--- config.mk ---
export PLATFORM = sky130hd
export DESIGN_NAME = instruction_fetch_unit
export DESIGN_NICKNAME = d
export VERILOG_FILES = /design/src/rtl/mips_pkg.sv /design/src/rtl/instruction_fetch_unit_buffer.sv /design/src/rtl/instruction_fetch_unit.sv
export SDC_FILE = /design/constraint.sdc
export NUM_CORES = 1
export LEC_CHECK = 0
export ABC_AREA = 1
export ABC_CLOCK_PERIOD_IN_PS = 1730
export BUFFER_PORTS_ARGS = -buffer_cell sky130_fd_sc_hd__buf_2
export CORE_UTILIZATION = 40
export CTS_BUF_LIST = sky130_fd_sc_hd__clkbuf_8
export CTS_CLUSTER_SIZE = 20
export DETAILED_ROUTE_END_ITERATION = 8
export GPL_TIMING_DRIVEN = 1
export PLACE_DENSITY_LB_ADDON = 0.2
export SYNTH_ARGS = -nofsm -noshare
export SYNTH_HDL_FRONTEND = slang
export SYNTH_HIERARCHICAL = 1
export SYNTH_SLANG_ARGS = --single-unit
--- constraint.sdc ---
create_clock -name clk -period 1.73 [get_ports clk]
set_input_delay 0.0865 -clock clk [delete_from_list [all_inputs] [get_ports clk]]
set_output_delay 0.0865 -clock clk [all_outputs]
set_load 0.05 [all_outputs]
--- src/rtl/mips_pkg.sv ---
// Shared types and constants for the MIPS pipeline front end.
package mips_pkg;

  typedef enum logic [1:0] {
    S_IDLE,
    S_REQ,
    S_DRAIN
  } fetch_state_t;

  localparam logic [31:0] NOP_INSTR        = 32'h0000_0000;
  localparam logic [31:0] RESET_PC_DEFAULT = 32'h0000_0000;
  localparam logic [31:0] PC_INCR_DEFAULT  = 32'd4;

  // Instruction addresses are word aligned; misaligned low bits are discarded.
  function automatic logic [31:0] align_word(input logic [31:0] addr);
    return {addr[31:2], 2'b00};
  endfunction

endpackage

--- src/rtl/instruction_fetch_unit_buffer.sv ---
// One-entry IF/ID holding register: clear beats load, load beats consume.
module fetch_buffer
  import mips_pkg::*;
(
  input  logic        clk,
  input  logic        rst,
  input  logic        load,
  input  logic        consume,
  input  logic        clear,
  input  logic [31:0] load_pc,
  input  logic [31:0] load_instr,
  output logic        valid,
  output logic [31:0] pc,
  output logic [31:0] instr
);

  always_ff @(posedge clk or posedge rst) begin
    if (rst) begin
      valid <= 1'b0;
      pc    <= 32'h0000_0000;
      instr <= NOP_INSTR;
    end else if (clear) begin
      valid <= 1'b0;
    end else if (load) begin
      valid <= 1'b1;
      pc    <= load_pc;
      instr <= load_instr;
    end else if (consume) begin
      valid <= 1'b0;
    end
  end

endmodule

--- src/rtl/instruction_fetch_unit.sv ---
// IF stage: owns the PC, runs the req/ack handshake to instruction memory
// and feeds the IF/ID buffer, honouring stall and branch flush.
module instruction_fetch_unit
  import mips_pkg::*;
#(
  parameter logic [31:0] RESET_PC = RESET_PC_DEFAULT,
  parameter logic [31:0] PC_INCR  = PC_INCR_DEFAULT
) (
  input  logic        clk,
  input  logic        rst,
  input  logic        stall,
  input  logic        flush,
  input  logic [31:0] redirect_pc,
  output logic        imem_req,
  output logic [31:0] imem_addr,
  input  logic        imem_ack,
  input  logic [31:0] imem_rdata,
  output logic [31:0] out_pc,
  output logic [31:0] out_instruction,
  output logic        out_valid
);

  fetch_state_t state_q, state_d;
  logic [31:0]  pc_q, pc_d;
  logic [31:0]  drain_addr_q, drain_addr_d;
  logic [31:0]  pc_next;
  logic         issue;
  logic         buf_load;
  logic         buf_clear;
  logic         buf_consume;

  assign pc_next     = pc_q + PC_INCR;
  assign buf_consume = out_valid && !stall;

  always_ff @(posedge clk or posedge rst) begin
    if (rst) begin
      state_q      <= S_IDLE;
      pc_q         <= RESET_PC;
      drain_addr_q <= RESET_PC;
    end else begin
      state_q      <= state_d;
      pc_q         <= pc_d;
      drain_addr_q <= drain_addr_d;
    end
  end

  // A killed request keeps its original address in drain_addr_q so the
  // memory sees a stable address until it acknowledges.
  always_comb begin
    state_d      = state_q;
    pc_d         = pc_q;
    drain_addr_d = drain_addr_q;
    issue        = 1'b0;
    imem_addr    = pc_q;
    buf_load     = 1'b0;
    buf_clear    = 1'b0;
    case (state_q)
      S_IDLE: begin
        state_d = S_REQ;
      end
      S_REQ: begin
        issue = !(out_valid && stall);
        if (flush) begin
          buf_clear = 1'b1;
          pc_d      = align_word(redirect_pc);
          if (issue && !imem_ack) begin
            state_d      = S_DRAIN;
            drain_addr_d = pc_q;
          end
        end else if (issue && imem_ack) begin
          buf_load = 1'b1;
          pc_d     = pc_next;
        end
      end
      S_DRAIN: begin
        issue     = 1'b1;
        imem_addr = drain_addr_q;
        if (flush) begin
          buf_clear = 1'b1;
          pc_d      = align_word(redirect_pc);
        end
        if (imem_ack) begin
          state_d = S_REQ;
        end
      end
      default: begin
        state_d = S_IDLE;
      end
    endcase
  end

  assign imem_req = issue;

  fetch_buffer u_fetch_buffer (
    .clk        (clk),
    .rst        (rst),
    .load       (buf_load),
    .consume    (buf_consume),
    .clear      (buf_clear),
    .load_pc    (pc_next),
    .load_instr (imem_rdata),
    .valid      (out_valid),
    .pc         (out_pc),
    .instr      (out_instruction)
  );

endmodule
; Word-level counts from Yosys, hierarchy flattened
; Index checks and enable logic that the tools add are counted.
[word_totals]
ff_bits = 131
in_bits = 69
output_inout_bits = 98
[classes]
add_sub_neg = 1
n_eq_ne = 7
n_mux = 18
bitwise = 1
n_reduce_logical = 15
[ops]
columns = op, count
row1 = 32-bit 2-to-1 mux, 4
row2 = 32-bit case mux with 2 select lines, 1
row3 = "32-bit by 3-bit adder with 32-bit output, second input constant", 1
row4 = 3-bit AND reduction, 3
row5 = 1-bit 2-to-1 mux, 8
row6 = "2-bit inequality test, second input constant", 4
row7 = 2-bit 2-to-1 mux, 3
row8 = 2-bit case mux with 3 select lines, 1
row9 = 1-bit logical AND, 4
row10 = 1-bit zero test, 3
row11 = "3-bit inequality test, second input constant", 1
row12 = 3-bit nonzero test, 1
row13 = "2-bit by 1-bit == test with 1-bit output, second input constant", 1
row14 = "2-bit == test, second input constant", 1
row15 = 2-bit zero test, 1
row16 = 1-bit case mux with 2 select lines, 1
row17 = 2-bit AND reduction, 1
row18 = 2-bit nonzero test, 1
row19 = 2-bit OR reduction, 1
row20 = 1-bit inverter, 1

; Logic depth before layout (Yosys ltp)
; Gate-level depths: netlist (run 1).
[logic_depth]
ltp_word = 8
mapped_depth = 10

; Cells and area by module
; Netlist (run 1), hierarchy kept.
[by_module_without_submodules]
columns = mod, instances, cells_per_inst, area_each_um2
row1 = instruction_fetch_unit, 1, 604, 3960.0
row2 = fetch_buffer, 1, 284, 2615.0

; Least setup slack after synthesis (run 1)
; No wires, ideal clock.
[synth_timing]
path_kind = register -> output
from = reg state_q[0]
to = out imem_addr[10]
arrival_time_ns = 2.019
required_time_ns = 1.643
slack_ns = -0.375
stages_incl_launch_ff = 6
n_path_buf = 2
cell_sequence = dfrtp_1 > inv_1 > ha_1 > buf_2 > clkbuf_1 > o21ai_0
[synth_via]
elab_chain_len = 2
[synth_lines]
columns = item, line_no
row1 = from (decl), instruction_fetch_unit.sv:23  ; fetch_state_t state_q, state_d;
row2 = from (signal assigned), instruction_fetch_unit.sv:41  ; state_q <= state_d;
row3 = 2-bit == test, instruction_fetch_unit.sv:57  ; case (state_q)
row4 = 32-bit 2-to-1 mux, instruction_fetch_unit.sv:57
row5 = to (decl), instruction_fetch_unit.sv:15  ; output logic [31:0] imem_addr,
; No other way between the ends.

; Final worst setup path (run 1)
[layout_timing]
from = reg state_q[1]
to = out imem_addr[14]
; The elaborated chain is that of the path after synthesis.

==> out/summary.log, run 1 <==
[die] number of standard-cell rows in the floorplan 46
[power_and_ir_drop] worst vdd ir 1400 uV
[timing] count of pins over their slew limit 0
[worst_setup_path] cell depth of the worst setup path 5
[worst_setup_path] category of the worst setup path capture point output pin
[hold_path] Worst Hold Path Cells 5
[clock_network] clock root buffer master clkbuf_8
[die] Die Footprint 0.0170 mm^2
[synthesis] Synth Register Bits 127
[clock_network] maximum root-to-sink buffer count 2
[worst_setup_path] Crit path max-delay family buffers and inverters
[synthesis] post-synthesis average cell area 7.40 um^2
[run_status] failing checks negative setup slack
[drt] Via density 4.83
[run] maxcap violations 0
[timing] final worst path period share 104%
[synthesis] Synth Cell Area 0.00658 mm^2
[timing] Fmax achieved 554 MHz
[synthesis] Yosys cell types 26
[clock_network] TritonCTS buffer count 17
[drt] DRC errors left 0
[timing] unrepaired setup endpoints after global routing yes
[die] core footprint 0.0159 mm^2
[worst_setup_path] class of the most critical setup path reg2out
[die] Die Ht 130 um
[worst_setup_path] kind of start point of the critical path flip-flop
[worst_setup_path] delay of the slowest cell on the worst path 0.42 ns
[cells_and_area] commonest cells after routing, fill and taps aside nand2_1, buf_2, dfrtp_1, nand3_1, nor2_1
[hold_path] type of the tightest min-delay check in2reg
[run_status] result of the run complete, but fails checks
[power_and_ir_drop] power after layout 20500 uW
[worst_setup_path] maximum fanout count along the critical path 6
[timing] transition at the pin with the smallest max-transition slack 0.597 ns
[clock_network] # H-tree levels 4
[clock_network] Clock Sinks 127
[power_and_ir_drop] Leakage 0.00488 uW
[synthesis] top cell type's share of synthesized area 48.3%
[synthesis] instance count of the mapped netlist 888
[synthesis] total of warnings raised by yosys 6
[die] Boundary Pins 167
[timing] least setup slack across all paths after layout -0.0757 ns
[clock_network] TritonCTS clock tree done
[worst_setup_path] Worst R2R Start state_q[1]
[worst_setup_path] Data arrival, critical path 1.72 ns
[synthesis] Main synth FF type dfrtp_1
[timing] Layout Skew 0.0125 ns
[placed_design] RD Place Congestion 0.878
[worst_setup_path] cells on worst reg2reg path 10
[timing] total count of hold-check failures in the final report 0
[grt] wire length of the first global-routing pass 30900 um
[clock_network] clock slew seen by the registers of the worst setup and hold paths 0.08 ns
[hold_path] sink of the worst hold path pc_q[9]
[placed_design] Worst Setup Slack post-DPL 0.0299 ns
[timing] Final Critical Period 1.81 ns
[cells_and_area] antenna diode count 0
[drt] total number of vias 6540
[drt] first-iteration detailed-routing DRC count 435
[grt] number of antenna violations at the first check in global routing 0
[cells_and_area] Final #Nets 1199
[worst_setup_path] crit path cell chain ha_4 > buf_12 > buf_16 > o21ai_4 > buf_6
[clock_network] Clock Latency Late Sink 0.46 ns
[worst_setup_path] setup slack of the worst register-to-register path -0.02 ns
[drt] antenna violation net count after detailed routing 0
[cells_and_area] share of post-route cells with drive strength above 1 26.3%
[drt] wirelength, routed 20400 um
[worst_setup_path] reg-to-reg endpoint pc_q[4]
[power_and_ir_drop] cell area power density 2160 mW/mm^2
[synthesis] sequential area share after synthesis 48.3%
[grt] total global routing track utilization 24.1%
[timing] total of endpoints with negative setup slack in the final report 28
[drt] routed length per instance 15.0 um
[drt] count of TritonRoute iterations in the first routing pass 5
[die] starting utilization of the core area 41.2%
[worst_setup_path] required time of the worst setup path 1.64 ns
[grt] via count of the first global-routing pass 6059
[cells_and_area] most common cell after layout, fill and taps aside nand2_1
[hold_path] beginning of the worst hold path redirect_pc[9]
[synthesis] cell type with the highest aggregate area in the netlist dfrtp_1
[grt] Overflow after GRT 0
[timing] Max-slew headroom 60.1%
[synthesis] number of flops mapped to enable cells by yosys 0
[synthesis] async set or reset register ratio after synthesis 100%
[cells_and_area] layout overhead on the synthesized area 44.2%
[grt] maximum number of pins on one net before global-route repair 59
[die] Horiz. Die Dim 130 um
[placed_design] post-detailed-placement half-perimeter wirelength 13200 um
[worst_setup_path] worst path buffer plus inverter count 3
[placed_design] number of buffer cells added on primary ports 162
[worst_setup_path] Slowest-stage cell, CP dfrtp_1
[synthesis] cell types with the largest area share after synthesis dfrtp_1, nand2_1, nand3_1, o21ai_0, nor2_1
[Yosys cell counts (5+ instances only)]
cell type,instances
nand2_1,359
dfrtp_1,127
nand3_1,93
nor2_1,81
o21ai_0,65
inv_1,52
o21ai_1,17
buf_2,16
clkbuf_1,13
buf_6,10
a21oi_1,8
xor2_1,8
buf_4,7
nor2_2,6
nor2_4,6
a22oi_1,5
[registers in the layout (all words and copies together) (netlist names)]
| name | count |
|---|---|
| u_fetch_buffer/instr | 32 |
| u_fetch_buffer/pc | 32 |
| drain_addr_q | 30 |
| pc_q | 30 |
| state_q | 2 |
| u_fetch_buffer/valid | 1 |
[cell type report]
| class | instances | area [um^2] |
|---|---|---|
| fill | 1453 | 6460 |
| multi-input combinational | 663 | 3210 |
| sequential | 127 | 3180 |
| timing repair buffer | 263 | 2220 |
| tap | 216 | 270 |
| clock buffer | 17 | 234 |
| inverter | 54 | 209 |
| clock inverter | 15 | 165 |
[layer usage]
metal,wire [um],track usage [%],up-vias,share of wire (%)
met4,315,8.21,0,1.5
met1,9090,30.8,3068,45
met5,0,0,-,0
li1,-,-,3276,-
met3,904,4.63,22,4.4
met2,10000,40.6,174,49
[power by group]
group	switching [uW]	total, uW	internal, uW
clock	1420	2630	1210
combinational	8590	12500	3880
sequential	974	5390	4410
[logic make-up after synthesis]
logic type,after synthesis,synth area share [%]
XOR/XNOR,8,1.07
flip-flops,127,48.3
AND/OR/NAND/NOR,549,34.3
adder cells (fa/ha/maj),4,0.761
multiplexers,1,0.152
other,1,0.0570
buffers and inverters,101,7.67
AO/OA/AOI/OAI,97,7.65
[worst max path at each step]
| stage | startpoint | endpoint | slack, ns |
|---|---|---|---|
| after floorplan | state_q[0] | imem_addr[10] | -0.38 |
| after global routing | state_q[1] | imem_addr[14] | -0.13 |
| after CTS | state_q[1] | imem_addr[15] | -0.07 |
| final | state_q[1] | imem_addr[14] | -0.08 |
| after global placement | state_q[0] | pc_q[2] | 0.07 |
| after detailed placement | state_q[0] | pc_q[6] | 0.03 |
[stage by stage]
| step | area (um^2) | util [%] | setup TNS, ns | hold WS, ns | std cells |
|---|---|---|---|---|---|
| after floorplan | 6590 | - | -10.88 | 0.231 | 891 |
| after global placement | 7700 | 48.3 | 0 | 0.161 | 1246 |
| after detailed placement | 7700 | 48.3 | 0 | 0.158 | 1246 |
| after CTS | 9300 | 58.3 | -1.63 | 0.00509 | 1351 |
| after global routing | 9480 | 59.5 | -4.90 | 0.0425 | 1355 |
| final | 9480 | 59.5 | -1.13 | 0.0486 | 1355 |
[worst reg2reg max path, cell delays in order (launching register included)]
cell	delay [ns]
dfrtp_1	0.42
ha_4	0.21
buf_6	0.13
buf_6	0.12
nor2_4	0.19
clkinvlp_4	0.15
buf_6	0.16
nand2_1	0.06
nand2_1	0.05
nor2_1	0.09
a21oi_1	0.05
[timing repair]
action                     in CTS  in global routing
setup endpoints to repair      33                121
cloned                          4                  3
hold endpoints to repair      102                  0
buffers inserted                7                  3
gates resized for setup       136                 33
hold buffers                   62                  0
pin swaps                      26                 10
No activity file was read; power rests on OpenSTA's default activity.
==> run 2: changes to the inputs <==
- ABC_CLOCK_PERIOD_IN_PS: 1730 -> 2100
- clock period: 1.73 -> 2.1 ns (I/O delays scaled with it)
==> run 2 against run 1 <==
Compared with the run above: the flow now finishes without violations; global-route usage shrank 1.4 points; first-iteration DRC count shrank 16%; non-clock buffer count shrank 28; power shrank 24%; largest cell class is now registers.
==> out/summary.log, run 2 (synthesis gave the netlist of run 1 again) <==
[run_status] result of the run complete, no violations
[die] starting utilization of the core area 41.2%
[power_and_ir_drop] worst vdd ir 901 uV
[clock_network] TritonCTS clock tree done
[die] Die Footprint 0.0170 mm^2
[drt] antenna violation net count after detailed routing 0
[worst_setup_path] category of the worst setup path capture point output pin
[hold_path] type of the tightest min-delay check in2reg
[worst_setup_path] cells on worst reg2reg path 8
[worst_setup_path] maximum fanout count along the critical path 30
[cells_and_area] share of post-route cells with drive strength above 1 20.7%
[timing] total count of hold-check failures in the final report 0
[worst_setup_path] Slowest-stage cell, CP dfrtp_1
[drt] Via density 4.71
[run] maxcap violations 0
[placed_design] post-detailed-placement half-perimeter wirelength 12400 um
[timing] count of pins over their slew limit 0
[worst_setup_path] Data arrival, critical path 1.83 ns
[clock_network] # H-tree levels 4
[placed_design] placed cell areas 0.00757 mm^2
[worst_setup_path] kind of start point of the critical path flip-flop
[placed_design] RD Place Congestion 0.875
[die] core footprint 0.0159 mm^2
[grt] total global routing track utilization 22.7%
[worst_setup_path] Crit path max-delay family buffers and inverters
[drt] DRC errors left 0
[grt] number of antenna violations at the first check in global routing 0
[die] Die Ht 130 um
[cells_and_area] commonest cells after routing, fill and taps aside nand2_1, buf_2, dfrtp_1, nand3_1, nor2_1
[drt] wirelength, routed 18700 um
[drt] first-iteration detailed-routing DRC count 367
[cells_and_area] most common cell after layout, fill and taps aside nand2_1
[clock_network] TritonCTS buffer count 17
[timing] final worst path period share 91.9%
[timing] least setup slack across all paths after layout 0.169 ns
[placed_design] instance count after placement with tap cells included 1234
[worst_setup_path] worst path buffer plus inverter count 3
[grt] via count of the first global-routing pass 5881
[timing] Final Critical Period 1.93 ns
[worst_setup_path] delay of the slowest cell on the worst path 0.39 ns
[clock_network] maximum root-to-sink buffer count 2
[clock_network] Clock Latency Late Sink 0.46 ns
[cells_and_area] number of standard cells in the layout, taps in and fillers out 1327
[die] number of standard-cell rows in the floorplan 46
[placed_design] Worst Setup Slack post-DPL 0.320 ns
[cells_and_area] layout overhead on the synthesized area 31.9%
[drt] total number of vias 6245
[worst_setup_path] cell depth of the worst setup path 6
[grt] Overflow after GRT 0
[die] Boundary Pins 167
[worst_setup_path] required time of the worst setup path 2.00 ns
[timing] transition at the pin with the smallest max-transition slack 0.573 ns
[placed_design] number of buffer cells added on primary ports 162
[cells_and_area] Post-Route Utilization 54.4%
[worst_setup_path] crit path cell chain inv_1 > ha_4 > buf_12 > nand2_1 > o21ai_0 > buf_2
[grt] maximum number of pins on one net before global-route repair 63
[power_and_ir_drop] Leakage 0.00458 uW
[cells_and_area] antenna diode count 0
[cells_and_area] filler cell count in the final layout 1534
[timing] setup tns final 0 ns
[drt] count of TritonRoute iterations in the first routing pass 4
[cells_and_area] Final #Nets 1171
[hold_path] Worst Hold Path Cells 5
[cells_and_area] sequential cell area 0.00318 mm^2
[drt] routed length per instance 14.1 um
[die] Horiz. Die Dim 130 um
[cells_and_area] largest registers u_fetch_buffer/instr: 32 flops, u_fetch_buffer/pc: 32 flops
[cells_and_area] final std cell area, no fill 0.00867 mm^2
[power_and_ir_drop] cell area power density 1790 mW/mm^2
[clock_network] clock root buffer master clkbuf_8
[clock_network] Clock Sinks 127
[worst_setup_path] class of the most critical setup path reg2out
[timing] unrepaired setup endpoints after global routing no
[clock_network] clock slew seen by the registers of the worst setup and hold paths 0.09 ns
[timing] Max-slew headroom 61.8%
[grt] wire length of the first global-routing pass 29300 um
[timing] Layout Skew 0.00928 ns
[timing] total of endpoints with negative setup slack in the final report 0
[timing] Fmax achieved 518 MHz
[cells_and_area] multi-input logic area 0.00293 mm^2
## run 2: cell count changes in the layout (fill, tap and decap cells not counted), moves of 3 or more
cell | previous run | this run
buf_6 | 38 | 0
o21ai_2 | 16 | 0
nor2_1 | 78 | 81
buf_16 | 4 | 0
dlygate4sd3_1 | 62 | 59
buf_12 | 12 | 8
inv_1 | 46 | 50
a21oi_1 | 2 | 8
buf_2 | 131 | 144
clkbuf_4 | 0 | 5
o21ai_0 | 34 | 65
buf_4 | 13 | 18
a21oi_2 | 6 | 0
o21ai_4 | 14 | 1
## run 2: stage by stage
| stage | hold WS (ns) | power (uW) |
|---|---|---|
| 2_1_floorplan | 0.250 | 11000 |
| 3_3_place_gp | 0.210 | 13000 |
| 3_5_place_dp | 0.211 | 13000 |
| 4_1_cts | 0.00181 | 15500 |
| 5_1_grt | 0.0386 | 16600 |
| 6_report | 0.0290 | 15500 |
## run 2: what timing repair did
action / in CTS / in global routing
setup endpoints to repair: 5 / 29
cloned: 0 / 1
gates resized for setup: 5 / 22
pin swaps: 0 / 1
hold buffers: 59 / 0
hold endpoints to repair: 144 / 0
buffers inserted: 0 / 1
## run 2: power breakdown
| group | total (uW) | internal, uW | switching [uW] |
|---|---|---|---|
| sequential | 4420 | 3630 | 791 |
| clock | 2270 | 1130 | 1140 |
| combinational | 8790 | 2250 | 6540 |
## run 2: worst register-to-register path, cell delays in order, from the launching register on
cell and delay, ns:
dfrtp_1 0.42, inv_1 0.10, ha_1 0.20, nand2_1 0.12
nor3_2 0.32, nand2_2 0.17, buf_12 0.23, nand2_1 0.13
nand2_1 0.05
## run 2: final timing paths
kind                                             from  slack (ns)                  endpoint
worst max-delay path                       state_q[0]        0.17             imem_addr[19]
worst max register to register             state_q[1]        0.26  u_fetch_buffer/instr[26]
worst min register to register  u_fetch_buffer/pc[13]        0.47     u_fetch_buffer/pc[13]
max in group asynchronous                         rst        1.22     u_fetch_buffer/pc[26]
worst min-delay path                  redirect_pc[20]        0.03                  pc_q[20]
min in group asynchronous                         rst        0.26   u_fetch_buffer/instr[3]
## run 2: final cells by class
| type | instances | share of cell area, % |
|---|---|---|
| clock inverters | 14 | 1.99 |
| flip-flops and latches | 127 | 36.7 |
| repair buffers | 235 | 19.3 |
| inverters | 54 | 2.34 |
| clock buffers | 18 | 2.86 |
| multi-input cells | 663 | 33.8 |
| well taps | 216 | 3.12 |
## run 2: routing by layer
| metal | part of all wire [%] | up-vias | GRT usage, % |
|---|---|---|---|
| li1 | - | 3212 | - |
| met1 | 46 | 2873 | 28.8 |
| met2 | 49 | 136 | 38.6 |
| met3 | 4.2 | 24 | 4.96 |
| met4 | 1.5 | 0 | 6.84 |
| met5 | 0 | - | 0 |
==> run 3: changes to the inputs <==
- BUFFER_PORTS_ARGS: -buffer_cell sky130_fd_sc_hd__buf_2 -> -buffer_cell sky130_fd_sc_hd__buf_4
==> run 3 against run 2 <==
Compared with the run above: combinational power increased by 5.5%; cell count is 0.23% lower; global-route usage shrank 0.16 points; die area stayed put; routed wire length grew 0.82%; sequential power up 1%; clock power is 15% lower; largest power group unchanged.
==> out/summary.log, run 3 (synthesis gave the netlist of run 1 again) <==
[die] Horiz. Die Dim 130 um
[clock_network] # H-tree levels 4
[worst_setup_path] maximum fanout count along the critical path 31
[cells_and_area] commonest cells after routing, fill and taps aside nand2_1, buf_4, dfrtp_1, nand3_1, nor2_1
[worst_setup_path] crit path cell chain inv_1 > ha_4 > buf_12 > nand2_1 > o21ai_0 > buf_4
[placed_design] post-detailed-placement half-perimeter wirelength 13100 um
[cells_and_area] share of post-route cells with drive strength above 1 20.9%
[power_and_ir_drop] part of the power in registers 28.5%
[cells_and_area] most common cell after layout, fill and taps aside nand2_1
[power_and_ir_drop] Leakage 0.00463 uW
[worst_setup_path] capturing instance or port of the critical path imem_addr[13]
[worst_setup_path] reg-to-reg endpoint pc_q[12]
[grt] via count of the first global-routing pass 5877
[power_and_ir_drop] power after layout 15700 uW
[clock_network] maximum root-to-sink buffer count 2
[timing] Max-slew headroom 57.8%
[power_and_ir_drop] worst vdd ir 865 uV
[timing] transition at the pin with the smallest max-transition slack 0.632 ns
[timing] Fmax achieved 509 MHz
[placed_design] Worst Setup Slack post-DPL 0.284 ns
[clock_network] Clock Sinks 127
[worst_setup_path] Data arrival, critical path 1.86 ns
[placed_design] placed cell areas 0.00799 mm^2
[cells_and_area] layout overhead on the synthesized area 35.7%
[clock_network] number of buffers added for setup after CTS 0
[timing] least setup slack across all paths after layout 0.135 ns
[die] core footprint 0.0159 mm^2
[grt] maximum number of pins on one net before global-route repair 65
[cells_and_area] final std cell area, no fill 0.00892 mm^2
[timing] Final Critical Period 1.97 ns
[clock_network] clock root buffer master clkbuf_8
[cells_and_area] antenna diode count 0
[worst_setup_path] crit path launch state_q[0]
[timing] setup tns final 0 ns
[drt] DRC errors left 0
[grt] Overflow after GRT 0
[power_and_ir_drop] switching power 8430 uW
[die] number of standard-cell rows in the floorplan 46
[power_and_ir_drop] cell area power density 1760 mW/mm^2
[die] Boundary Pins 167
[clock_network] Clock Latency Late Sink 0.44 ns
[cells_and_area] filler cell count in the final layout 1524
[timing] final worst path period share 93.6%
[grt] wire length of the first global-routing pass 29300 um
[cells_and_area] Final #Nets 1168
[timing] count of pins over their slew limit 0
[worst_setup_path] delay of the slowest cell on the worst path 0.38 ns
[worst_setup_path] Worst R2R Start state_q[1]
[drt] count of TritonRoute iterations in the first routing pass 5
[worst_setup_path] Slowest-stage cell, CP dfrtp_1
[drt] antenna violation net count after detailed routing 0
[placed_design] number of buffer cells added on primary ports 162
[worst_setup_path] setup slack of the worst register-to-register path 0.23 ns
[power_and_ir_drop] switching part of the total 53.8%
[clock_network] clock slew seen by the registers of the worst setup and hold paths 0.08 ns
[timing] unrepaired setup endpoints after global routing no
[timing] total count of hold-check failures in the final report 0
[worst_setup_path] required time of the worst setup path 2.00 ns
[timing] total of endpoints with negative setup slack in the final report 0
[drt] total number of vias 6307
[clock_network] TritonCTS clock tree done
[drt] routed length per instance 14.2 um
[drt] wirelength, routed 18800 um
[die] Die Ht 130 um
[placed_design] RD Place Congestion 0.911
[power_and_ir_drop] Combinational Power Share 59.1%
[die] Die Footprint 0.0170 mm^2
[die] starting utilization of the core area 41.2%
[hold_path] type of the tightest min-delay check in2reg
[cells_and_area] largest registers u_fetch_buffer/instr: 32 flops, u_fetch_buffer/pc: 32 flops
[clock_network] TritonCTS buffer count 17
[worst_setup_path] class of the most critical setup path reg2out
[grt] number of antenna violations at the first check in global routing 0
[grt] total global routing track utilization 22.5%
[worst_setup_path] category of the worst setup path capture point output pin
[power_and_ir_drop] Int Power 7240 uW
[drt] Via density 4.76
[drt] first-iteration detailed-routing DRC count 498
[run] maxcap violations 0
[power_and_ir_drop] share of power burned in the clock network 12.3%
[timing] Layout Skew 0.0100 ns
[worst_setup_path] cells on worst reg2reg path 8
[worst_setup_path] kind of start point of the critical path flip-flop
[run_status] result of the run complete, no violations
==> run 3: changes by cell type in the layout (fill, tap and decap cells not counted), moves of 3 or more <==
cell	before	now
buf_2	144	0
inv_8	4	1
clkbuf_4	5	0
dlygate4sd3_1	59	53
clkinv_2	0	3
buf_4	18	171
==> run 3: how the worst min path moves through the flow <==
| stage | cells after the start | from | slack, ns | end |
|---|---|---|---|---|
| after floorplan | 2 | imem_rdata[25] | 0.25 | u_fetch_buffer/instr[25] |
| after global placement | 2 | rst | 0.24 | pc_q[3] |
| after detailed placement | 2 | rst | 0.24 | pc_q[3] |
| after CTS | 5 | redirect_pc[28] | 0.001 | pc_q[28] |
| after global routing | 5 | redirect_pc[31] | 0.02 | pc_q[31] |
| final | 5 | redirect_pc[20] | 0.02 | pc_q[20] |
==> run 3: per-stage QoR <==
step | cells | util (%) | hold WS (ns)
final | 1324 | 56.0 | 0.0164
after global placement | 1238 | 50.1 | 0.244
after detailed placement | 1238 | 50.1 | 0.242
after CTS | 1323 | 55.7 | 0.00109
after global routing | 1324 | 56.0 | 0.0248
after floorplan | 891 | - | 0.250
==> run 3: timing repair <==
item | 4_1_cts | 5_1_grt
setup endpoints to repair | 0 | 10
hold buffers | 53 | 0
resized for setup | 0 | 1
hold endpoints to repair | 98 | 0
==> run 3: cell type report <==
cell class	count	area (um^2)	area share [%]
Sequential cell	127	3180	35.6
Timing Repair Buffer	232	1980	22.2
Multi-Input combinational cell	663	2930	32.8
Tap cell	216	270	3.03
Clock inverter	12	86.3	0.968
Clock buffer	20	275	3.09
Inverter	54	203	2.27
==> run 3: per-layer routing <==
metal,global-route usage (%),share of wire (%),up-vias
li1,-,-,3204
met1,28.8,45,2926
met2,38.4,49,156
met3,4.59,4.7,21
met4,6.57,1.5,0
met5,0,0,-
==> run 3: critical path: cells and delay by family, from the launching register on <==
kind	cells	cell delay, ns
buf+inv	3	0.59
compound gates	1	0.11
simple gates	1	0.08
fa+ha+maj	1	0.24
flops	1	0.38
==> run 3: power groups by stage <==
stage               sequential [uW]  clock (uW)  combinational (uW)
global placement               4460           0                9090
CTS                            4460        1980                9290
floorplan                      6310           0                4660
global route                   4640        2090               10100
finish                         4470        1930                9270
detailed placement             4490           0                9200
